### config.mk
export PLATFORM = sky130hd
export DESIGN_NAME = pattern_sequencer
export DESIGN_NICKNAME = d
export VERILOG_FILES = /design/src/rtl/pattern_sequencer.sv
export SDC_FILE = /design/constraint.sdc
export NUM_CORES = 1
export LEC_CHECK = 0
export BUFFER_PORTS_ARGS = -buffer_cell sky130_fd_sc_hd__buf_2
export CAP_MARGIN = 20
export CORE_MARGIN = 2
export CORE_UTILIZATION = 42
export CTS_CLUSTER_DIAMETER = 60
export DETAILED_ROUTE_END_ITERATION = 8
export PLACE_DENSITY = 0.64
export SETUP_SLACK_MARGIN = 0.02
export SYNTH_ARGS = -nofsm -noshare
export SYNTH_HDL_FRONTEND = slang
export SYNTH_SLANG_ARGS = --single-unit
### constraint.sdc
create_clock -name clk -period 2.16 [get_ports clk]
set_input_delay 0 -clock clk [delete_from_list [all_inputs] [get_ports clk]]
set_output_delay 0 -clock clk [all_outputs]
set_load 0.005 [all_outputs]
### src/rtl/pattern_sequencer.sv
// Serial pattern generator: sends a captured bit pattern LSB first, each bit
// held for div+1 cycles, either once (with a done pulse) or looping forever.
module pattern_sequencer #(
  parameter int WIDTH = 8,
  parameter int DIV_W = 8,
  parameter int IW    = $clog2(WIDTH)
) (
  input  logic             clk,
  input  logic             rstn,
  input  logic             start,
  input  logic             stop,
  input  logic [WIDTH-1:0] pattern,
  input  logic [IW-1:0]    len,
  input  logic [DIV_W-1:0] div,
  input  logic             repeat_en,
  output logic             out,
  output logic             busy,
  output logic             done,
  output logic [IW-1:0]    bit_idx
);

  typedef enum logic {IDLE, RUN} state_t;

  localparam logic [IW-1:0] LEN_MAX = IW'(WIDTH - 1);

  state_t           state;
  logic [WIDTH-1:0] pat_q;
  logic [IW-1:0]    len_q;
  logic [DIV_W-1:0] div_q;
  logic [DIV_W-1:0] cnt;
  logic             rep_q;
  logic [IW-1:0]    len_sat;
  logic [IW-1:0]    nxt_idx;

  // Only a non-power-of-2 WIDTH leaves len codes beyond the last pattern bit.
  generate
    if ((2 ** IW) != WIDTH) begin : g_sat
      assign len_sat = (len > LEN_MAX) ? LEN_MAX : len;
    end else begin : g_nosat
      assign len_sat = len;
    end
  endgenerate

  assign nxt_idx = bit_idx + IW'(1);

  always_ff @(posedge clk or negedge rstn) begin
    if (!rstn) begin
      state   <= IDLE;
      pat_q   <= '0;
      len_q   <= '0;
      div_q   <= '0;
      rep_q   <= 1'b0;
      cnt     <= '0;
      out     <= 1'b0;
      busy    <= 1'b0;
      done    <= 1'b0;
      bit_idx <= '0;
    end else begin
      done <= 1'b0;
      case (state)
        IDLE: begin
          out     <= 1'b0;
          busy    <= 1'b0;
          bit_idx <= '0;
          if (start && !stop) begin
            pat_q <= pattern;
            len_q <= len_sat;
            div_q <= div;
            rep_q <= repeat_en;
            cnt   <= '0;
            out   <= pattern[0];
            busy  <= 1'b1;
            state <= RUN;
          end
        end
        RUN: begin
          if (stop) begin
            state   <= IDLE;
            cnt     <= '0;
            out     <= 1'b0;
            busy    <= 1'b0;
            bit_idx <= '0;
          end else if (cnt == div_q) begin
            cnt <= '0;
            if (bit_idx < len_q) begin
              bit_idx <= nxt_idx;
              out     <= pat_q[nxt_idx];
            end else if (rep_q) begin
              // wrap straight to bit 0 so the repeat period has no bubble
              bit_idx <= '0;
              out     <= pat_q[0];
            end else begin
              state   <= IDLE;
              out     <= 1'b0;
              busy    <= 1'b0;
              bit_idx <= '0;
              done    <= 1'b1;
            end
          end else begin
            cnt <= cnt + DIV_W'(1);
          end
        end
      endcase
    end
  end

endmodule

==> impl_metrics.env <==
export IMPL_regArea_um2=876
export IMPL_finalNetCount=231
export IMPL_antenna_found_initial=0
export IMPL_most_common_layout_cells="dfrtp_1 (35), buf_2 (29), dlygate4sd3_1 (21)"
export IMPL_htree_num_levels=2
export IMPL_final_common_cell="dfrtp_1"
export IMPL_io_buffers=29
export IMPL_leakagePower_uw=0.00103
export IMPL_grt_max_degree=36
export IMPL_vdd_drop_max_uv=545
export IMPL_synth_fp_nets=174
export IMPL_power_density_nw_per_um2=719
export IMPL_p_sw_frac=0.268
export IMPL_multi_input_area_um2=788
export IMPL_wl_mm=3.42
export IMPL_critPathTopFamily="multiplexers"
export IMPL_slowest_delay_ns=0.47
export IMPL_synth_area_leaders="dfrtp_1 (52%), mux2_2 (12%), xor2_1 (4.1%)"
export IMPL_drc=0
export IMPL_die_y_um=67.5
export IMPL_power_frac_clock=0.277
export IMPL_netlist_area_leader_share=0.517
export IMPL_seqPwrFrac=0.526
export IMPL_hold_violations=0
export IMPL_die_x_um=67.5
export IMPL_core_area_um2=3940
export IMPL_cts_sinks=35
export IMPL_grt_overflow=0
export IMPL_track_usage=0.169
export IMPL_p_switching_uw=425
export IMPL_path_max_fanout=7
export IMPL_dp_cells=225
export IMPL_vias_per_cell=5.14
export IMPL_path_cells="ha_1 -> mux4_2 -> mux2_2 -> nor4b_1 -> a211oi_1"
export IMPL_clockBufferDepth=2
export IMPL_root_buffer="clkbuf_8"
export IMPL_synth_warnings=0
export IMPL_layout_drive_gt1_share=0.309
export IMPL_setup_tns_ns=0
export IMPL_final_max_slew_viol_count=0
export IMPL_finalCritPeriodShare=0.902
export IMPL_grt_pass1_wl_mm=5.80
export IMPL_ant_nets=0
export IMPL_dp_hpwl_mm=2.45
export IMPL_syn_inst=146
export IMPL_critPathRequiredTime_ns=2.31
export IMPL_synth_top_area_cell="dfrtp_1"
export IMPL_ys_ff_latch=35
export IMPL_setup_violations=0
export IMPL_period_minus_slack_ns=1.95
export IMPL_final_area_um2=2200
export IMPL_status="completed"
export IMPL_maxCapViolations=0
export IMPL_cp_slowest_cell="dfrtp_1"
export IMPL_drt_initial_drc_count=88
export IMPL_wl_per_cell_um=13.4
export IMPL_antenna_cells=0
export IMPL_clk_pin_slew_ns=0.07
export IMPL_yosysUniqueCellTypes=32
export IMPL_synth_seq_area_share=0.517
export IMPL_tightest_slew_ns=0.765
export IMPL_first_pass_iters=4
export IMPL_rsz0062_at_grt="false"
export IMPL_combPwrFrac=0.197
export IMPL_hp_class="in -> reg"
export IMPL_row_count=23
export IMPL_vias=1306
export IMPL_dpl_instance_area_um2=1910
export IMPL_post_cts_resized=0
export IMPL_finalCoreUtilization=0.559
export IMPL_relSlewSlack=0.490
export IMPL_timing_critical_path_arrival_ns=2.10
export IMPL_grt_pass1_vias=1306
export IMPL_start_kind="register"
export IMPL_syn_area_per_cell_um2=11.6
export IMPL_skew_ns=0.00226
export IMPL_max_freq_ghz=0.513
export IMPL_io_pins=30
export IMPL_cell_internal_pwr_uw=1160
export IMPL_area_growth_syn_to_layout_pct=30.0
export IMPL_place_gp_congestion=0.902
export IMPL_worst_setup_path_end_kind="register"
export IMPL_initial_core_util=0.430
export IMPL_crit_buf_inv=0
export IMPL_clk_latency_ns=0.28
export IMPL_finalNonFillerCells=254
export IMPL_cts_tree="built"
export IMPL_syn_area_um2=1700
export IMPL_path_class="reg -> reg"
export IMPL_num_fill_cells=344
export IMPL_cts_buffers=5
export IMPL_dieArea_um2=4560
per-stage QoR:
step	hold WS [ns]	setup slack, ns	total power [µW]
floorplan	-0.296	0.366	1030
global placement	0.110	0.215	1110
detailed placement	0.122	0.193	1130
CTS	0.0898	0.180	1600
global route	0.105	0.0952	1680
finish	0.0955	0.212	1580
registers in the layout (all words and copies together), names as in the netlist, 3 cells and up:
name	flops
pat_q	8
bit_idx	3
cnt	8
div_q	8
len_q	3
kinds of logic after synthesis:
kind of cell / synth area share
flops: 0.517
xor+xnor: 0.0517
simple gates: 0.124
compound gates: 0.114
fa+ha+maj: 0.0295
buf+inv: 0.0185
mux: 0.146
worst paths after layout:
kind | start | end | slack, ns | cells after the start
worst max-delay path | bit_idx[0] | out | 0.21 | 5
worst min-delay path | stop | busy | 0.1 | 4
worst max register to register | bit_idx[0] | out | 0.21 | 5
worst min register to register | pat_q[6] | pat_q[6] | 0.50 | 1
max in group asynchronous | rstn | div_q[3] | 1.35 | 2
min in group asynchronous | rstn | len_q[1] | 0.33 | 2
Yosys cell counts:
| cell | n |
|---|---|
| dfrtp_1 | 35 |
| a211oi_1 | 1 |
| a21oi_1 | 8 |
| mux2_2 | 18 |
| clkbuf_1 | 2 |
| nor4_1 | 1 |
| and3_1 | 2 |
| nor3_1 | 2 |
| nand2b_1 | 1 |
| xor2_1 | 8 |
| nand2_1 | 15 |
| or4_1 | 1 |
| or2_2 | 2 |
| ha_1 | 4 |
| buf_2 | 1 |
| nor4b_1 | 1 |
| nor3b_2 | 1 |
| mux4_2 | 2 |
| xnor2_1 | 2 |
| o21ai_0 | 7 |
| o211a_1 | 1 |
| nand4_1 | 1 |
| nand3_1 | 4 |
| a31oi_1 | 6 |
| o21bai_1 | 2 |
| nor4_2 | 2 |
| inv_1 | 5 |
| nor2_1 | 2 |
| a32o_1 | 1 |
| a21o_1 | 5 |
| nor2b_1 | 1 |
| or3_1 | 2 |
repair_timing:
| item | in CTS | in global routing |
|---|---|---|
| hold buffers | 21 | 0 |
| setup endpoints to repair | 0 | 0 |
| hold endpoints to repair | 55 | 0 |
| setup buffers | 0 | 0 |
metal layers:
metal  track usage  wire (µm)  vias up
met1         0.227       1590      633
met5             0          0        -
met3        0.0250         97        4
li1              -          -      641
met4        0.0816         36        0
met2         0.268       1690       28
cell type report:
class	count	share of cell area
Sequential cell	35	0.397
Multi-Input combinational cell	103	0.358
Timing Repair Buffer	53	0.171
Clock buffer	7	0.0346
Tap cell	50	0.0284
Inverter	5	0.00851
Clock inverter	1	0.00227
tightest hold or removal path, cell delays in order:
cell and delay, ns:
buf_2 0.11, nor2b_1 0.10, nand2_1 0.08, o21bai_1 0.05
power groups by stage:
stage / sequential, µW / clock (µW) / combinational, µW
global placement: 840 / 0 / 274
global route: 848 / 483 / 346
detailed placement: 846 / 0 / 285
CTS: 833 / 452 / 316
floorplan: 822 / 0 / 209
finish: 833 / 439 / 312
No activity file was read; power rests on OpenSTA's default activity.
